`src/rtl/pipe_pkg.sv`:
```
// Shared definitions for the write-back stage: datapath defaults,
// the MEM/WB bundle and the bubble that flushes/stalls/resets load.
package pipe_pkg;

    localparam int WIDTH_DEFAULT   = 32;
    localparam int RN_BITS_DEFAULT = 5;

    // One memory-stage slot as it travels into write-back.
    typedef struct packed {
        logic                       valid;
        logic                       wreg;
        logic                       m2reg;
        logic [RN_BITS_DEFAULT-1:0] wn;
        logic [WIDTH_DEFAULT-1:0]   alu_result;
        logic [WIDTH_DEFAULT-1:0]   mem_out;
    } mem_wb_t;

    // Empty slot: not valid, no write, all payload cleared.
    localparam mem_wb_t MEM_WB_BUBBLE = '0;

endpackage

```
`src/rtl/pipe_wb_mem_wb_reg.sv`:
```
// MEM/WB pipeline register. Reset, flush and stall all load the same
// bubble, so their relative priority never changes the outcome.
module MEM_WB_reg
    import pipe_pkg::*;
(
    input  logic    clk,
    input  logic    rst,
    input  logic    stall,
    input  logic    flush,
    input  mem_wb_t d,
    output mem_wb_t q
);

    mem_wb_t slot_reg;

    // Capture the memory-stage slot, or a bubble when it must be discarded.
    always_ff @(posedge clk) begin
        if (rst) begin
            slot_reg <= MEM_WB_BUBBLE;
        end else if (flush) begin
            slot_reg <= MEM_WB_BUBBLE;
        end else if (stall) begin
            slot_reg <= MEM_WB_BUBBLE;
        end else begin
            slot_reg <= d;
        end
    end

    assign q = slot_reg;

endmodule

```
`src/rtl/pipe_wb.sv`:
```
// Write-back stage: MEM/WB register, write-back mux, 2-read/1-write
// register file with write-through bypass, and retired-instruction counter.
module pipe_wb
    import pipe_pkg::*;
#(
    parameter int WIDTH   = WIDTH_DEFAULT,
    parameter int RN_BITS = RN_BITS_DEFAULT
) (
    input  logic               clk,
    input  logic               rst,
    input  logic               MEMvalid,
    input  logic               MEMwreg,
    input  logic               MEMm2reg,
    input  logic [RN_BITS-1:0] MEMwn,
    input  logic [WIDTH-1:0]   MEMaluResult,
    input  logic [WIDTH-1:0]   MEMmemOut,
    input  logic               stall,
    input  logic               flush,
    input  logic [RN_BITS-1:0] rna,
    input  logic [RN_BITS-1:0] rnb,
    output logic [WIDTH-1:0]   qa,
    output logic [WIDTH-1:0]   qb,
    output logic               WBwreg,
    output logic [RN_BITS-1:0] WBwn,
    output logic [WIDTH-1:0]   WBdata,
    output logic [31:0]        WBretired
);

    localparam int NREGS = 1 << RN_BITS;

    mem_wb_t mem_slot;
    mem_wb_t wb_slot;

    // The bundle struct is sized by the package defaults, so WIDTH and
    // RN_BITS are expected to stay at those values.
    assign mem_slot.valid      = MEMvalid;
    assign mem_slot.wreg       = MEMwreg;
    assign mem_slot.m2reg      = MEMm2reg;
    assign mem_slot.wn         = MEMwn;
    assign mem_slot.alu_result = MEMaluResult;
    assign mem_slot.mem_out    = MEMmemOut;

    MEM_WB_reg u_mem_wb_reg (
        .clk   (clk),
        .rst   (rst),
        .stall (stall),
        .flush (flush),
        .d     (mem_slot),
        .q     (wb_slot)
    );

    assign WBwreg = wb_slot.valid & wb_slot.wreg;
    assign WBwn   = wb_slot.wn;
    assign WBdata = wb_slot.m2reg ? wb_slot.mem_out : wb_slot.alu_result;

    // r0 is hard-wired to zero, so writes aimed at it are dropped here.
    logic rf_we;
    assign rf_we = WBwreg && (WBwn != '0);

    logic [WIDTH-1:0] regs_reg [NREGS];

    // Register file: cleared on reset, reset also blocks the WB commit.
    always_ff @(posedge clk) begin
        if (rst) begin
            for (int i = 0; i < NREGS; i++) begin
                regs_reg[i] <= '0;
            end
        end else if (rf_we) begin
            regs_reg[WBwn] <= WBdata;
        end
    end

    // Read ports: r0 reads zero, otherwise the in-flight WB value wins
    // over the stored entry so decode sees it in the same cycle.
    logic [RN_BITS-1:0] rd_addr [2];
    logic [WIDTH-1:0]   rd_data [2];

    assign rd_addr[0] = rna;
    assign rd_addr[1] = rnb;

    for (genvar gi = 0; gi < 2; gi++) begin : g_rd
        assign rd_data[gi] = (rd_addr[gi] == '0)                 ? '0     :
                             (WBwreg && (rd_addr[gi] == WBwn))   ? WBdata :
                                                                   regs_reg[rd_addr[gi]];
    end

    assign qa = rd_data[0];
    assign qb = rd_data[1];

    logic [31:0] retired_reg;

    // Count every valid slot leaving WB, writer or not; wraps naturally.
    always_ff @(posedge clk) begin
        if (rst) begin
            retired_reg <= '0;
        end else if (wb_slot.valid) begin
            retired_reg <= retired_reg + 32'd1;
        end
    end

    assign WBretired = retired_reg;

endmodule

```
`config.mk`:
```
export PLATFORM = sky130hd
export DESIGN_NAME = pipe_wb
export DESIGN_NICKNAME = d
export VERILOG_FILES = /design/src/rtl/pipe_pkg.sv /design/src/rtl/pipe_wb_mem_wb_reg.sv /design/src/rtl/pipe_wb.sv
export SDC_FILE = /design/constraint.sdc
export NUM_CORES = 2
export LEC_CHECK = 0
export CAP_MARGIN = 20
export CORE_MARGIN = 3
export CORE_UTILIZATION = 60
export DETAILED_ROUTE_END_ITERATION = 10
export PLACE_DENSITY = 0.79
export REMOVE_ABC_BUFFERS = 1
export SETUP_SLACK_MARGIN = 0.4
export SYNTH_ARGS = -nofsm -noshare
export SYNTH_HDL_FRONTEND = slang
export SYNTH_SLANG_ARGS = --single-unit
```
`constraint.sdc`:
```
create_clock -name clk -period 5.52 [get_ports clk]
set_clock_uncertainty 0.15 [all_clocks]
set_input_delay 0.828 -clock clk [delete_from_list [all_inputs] [get_ports clk]]
set_output_delay 0.828 -clock clk [all_outputs]
set_load 0.03 [all_outputs]
```
==> out/qor.yml <==
finalCritPeriodShare_pct: 93.5
clockBufferDepth: 3
fmax_mhz: 194
dieArea_sq_um: 97400
final_cell_mix: "nor2_1 (1,056), edfxtp_1 (1,024), mux4_2 (475)"
antenna_found_initial: 7
drive_gt1_share_pct: 23.7
place_area_sq_um: 61100
dr.pass1.iters: 6
floorplan.initialDensity_pct: 61.0
maxSlewHeadroom_pct: 18.3
setup_tns_ns: 0
layout_commonest_cell: "nor2_1"
die_w_microns: 312
synth_cells: 4073
root_buffer: "clkbuf_16"
dp.final_hpwl_microns: 121000
grt_pass1_vias: 41200
finalNetCount: 4334
drt-total-wl_microns: 197000
syn_area_per_cell_sq_um: 13.8
wire_per_inst_microns: 35.2
drv_slew: 0
cp_cell_sequence: "buf_8, nor2b_1, a221o_1, o21ai_0, a311oi_1, a21oi_1, clkdlybuf4s50_1"
rsz0062_at_grt: "no"
ys_seq_area_share_pct: 58.4
cts.sinks: 1128
slowest_stage: "nor2b_1"
ys_seq_elements: 1128
numPortBuffers: 219
final-hold-violation-count: 0
required_ns: 4.54
p_per_area_nw_per_um2: 299
largest_reg_flops: 1024
crit_buf_inv: 2
power.internal_mw: 14.4
path_delay_family: "compound AO/OA/AOI/OAI gates"
pin_count: 220
globalRouteOverflowTotal: 0
synth_edf_count: 1024
worstPathMaxFanout: 28
yosysUniqueCellTypes: 64
place_congestion: 0.960
max_stage_delay_ns: 0.98
areaGrowthSynthToFinish_pct: 14.9
cts_made_buffers: 113
core_sq_um: 92200
drcViolationCount: 0
ant_nets: 0
grt_pass1_wl_microns: 280000
comb_power_share_pct: 11.9
grt_usage_pct: 40.0
vias: 41700
post-place-ws_ns: 0.372
ys.warnings.count: 0
ir_worst_vdd_uv: 300
async_flop_share_pct: 0
fin_area_sq_um: 64600
clkPwrFrac_pct: 38.3
drt_iter0_markers: 7989
synth_flop_cell: "edfxtp_1"
cts.htree.levels: 3
post_cts_buffers: 0
clkTransAtPathRegs_ns: 0.07
grt_max_degree: 73
setup.worst_path.end_class: "output port"
via_per_inst: 7.46
netlist_area_sq_um: 56200
p_sw_share_pct: 25.3
seq_power_share_pct: 49.8
status: "complete, no violations"
tightest_slew_ns: 1.22
cts_tree: "done"
layout_setup_ws_ns: 0.358
die_h_microns: 312
insertion_delay_ns: 0.74
row_count: 111
fillerInstances: 6025
hold_class: "input pin to flip-flop"
finalSetupViolations: 0
crit_arrival_ns: 4.18
power.leakage_nw: 22.3
critPathLaunchType: "input pin"
fin_crit_ns: 5.16
cap_viol_max_count: 0
power_switching_mw: 4.90
path_class: "input pin to output port"
[logic make-up (layout without fill, tap and decap cells)]
group                      count (synthesis)  after routing  share of synthesized area, %
AOI/OAI and AO/OA                        441            441                          5.56
xor gates and xnor gates                  35             35                         0.545
DFF                                     1128           1128                          58.4
and+or+nand+nor                         1393           1393                          10.4
adders and majority gates                  1              1                        0.0223
buffers and inverters                    476            716                          3.81
muxes                                    598            598                          21.2
other                                      1             39                       0.00667
[through the flow]
step	hold WS (ns)	util (%)	std cells	power, mW
3_3_place_gp	0.330	66.0	5366	12.0
2_1_floorplan	0.406	-	3675	10.8
4_1_cts	0.329	70.0	5585	19.2
6_report	0.359	70.1	5594	19.4
3_5_place_dp	0.356	66.2	5373	12.0
5_1_grt	0.354	70.0	5587	19.7
[worst paths after layout]
kind	from	endpoint	slack (ns)	depth (start not counted)
worst min register to register	WBretired[13]	WBretired[13]	0.37	2
worst max register to register	u_mem_wb_reg.q[68]	regs_reg[12][11]	1.36	5
worst max-delay path	rnb[1]	qb[23]	0.36	7
worst min-delay path	rst	regs_reg[0][18]	0.36	1
[power groups by stage]
| stage | sequential, mW | clock (mW) | combinational (mW) |
|---|---|---|---|
| final | 9.64 | 7.41 | 2.30 |
| after global routing | 9.66 | 7.71 | 2.32 |
| after CTS | 9.63 | 7.40 | 2.21 |
| after detailed placement | 9.81 | 0 | 2.20 |
| after global placement | 9.79 | 0 | 2.17 |
| after floorplan | 9.76 | 0 | 1.02 |
[final cells by class]
| cell class | instances | area, sq um | area share [%] |
|---|---|---|---|
| Antenna cell | 7 | 17.5 | 0.0271 |
| Clock buffer | 134 | 2920 | 4.51 |
| Clock inverter | 78 | 586 | 0.906 |
| Inverter | 47 | 176 | 0.273 |
| Multi-Input combinational cell | 2500 | 21900 | 33.9 |
| Sequential cell | 1128 | 32800 | 50.8 |
| Tap cell | 1243 | 1560 | 2.41 |
| Timing Repair Buffer | 457 | 4640 | 7.18 |
[synth_stat cells (3+ instances only)]
library cell	instances	share of area, %
or2_2	5	0.056
nand3_1	41	0.37
xnor2_1	23	0.36
nor3b_1	4	0.053
nand4_1	6	0.067
or4_1	4	0.053
nor3_1	22	0.20
a211oi_1	10	0.13
nand2b_1	42	0.47
o311ai_1	4	0.062
buf_2	67	0.60
and2_1	79	0.88
o22ai_1	80	0.89
a31oi_1	11	0.12
nor4b_2	3	0.080
a21oi_1	48	0.43
or3_1	6	0.067
o21a_1	14	0.19
clkbuf_1	293	2.0
a22o_1	4	0.062
and4_1	6	0.093
nor2b_1	11	0.12
buf_6	19	0.38
buf_4	32	0.43
o211a_1	21	0.37
a2111oi_0	14	0.22
nand3b_1	8	0.11
a22oi_1	103	1.4
a221oi_1	31	0.48
a221o_1	18	0.32
nor2_1	1059	7.1
dfxtp_1	104	3.7
buf_1	17	0.11
nand2_1	77	0.51
mux2i_1	121	2.2
mux4_2	475	19
o21ai_0	59	0.53
inv_1	45	0.30
nor4_1	8	0.089
a311oi_1	3	0.047
and3_1	9	0.10
xor2_1	12	0.19
edfxtp_1	1024	55
[what timing repair did]
| action | 4_1_cts | 5_1_grt |
|---|---|---|
| hold buffers | 0 | 0 |
| setup endpoints to repair | 2 | 23 |
| hold endpoints to repair | 0 | 0 |
| gates resized for setup | 4 | 2 |
[per-layer routing]
metal  track usage (%)  routed length, microns
met1              50.0                   60100
met2              58.2                   85200
met3              16.1                   35000
met4              26.1                   16300
met5             0.889                     157
(Power assumes the default switching activity.)
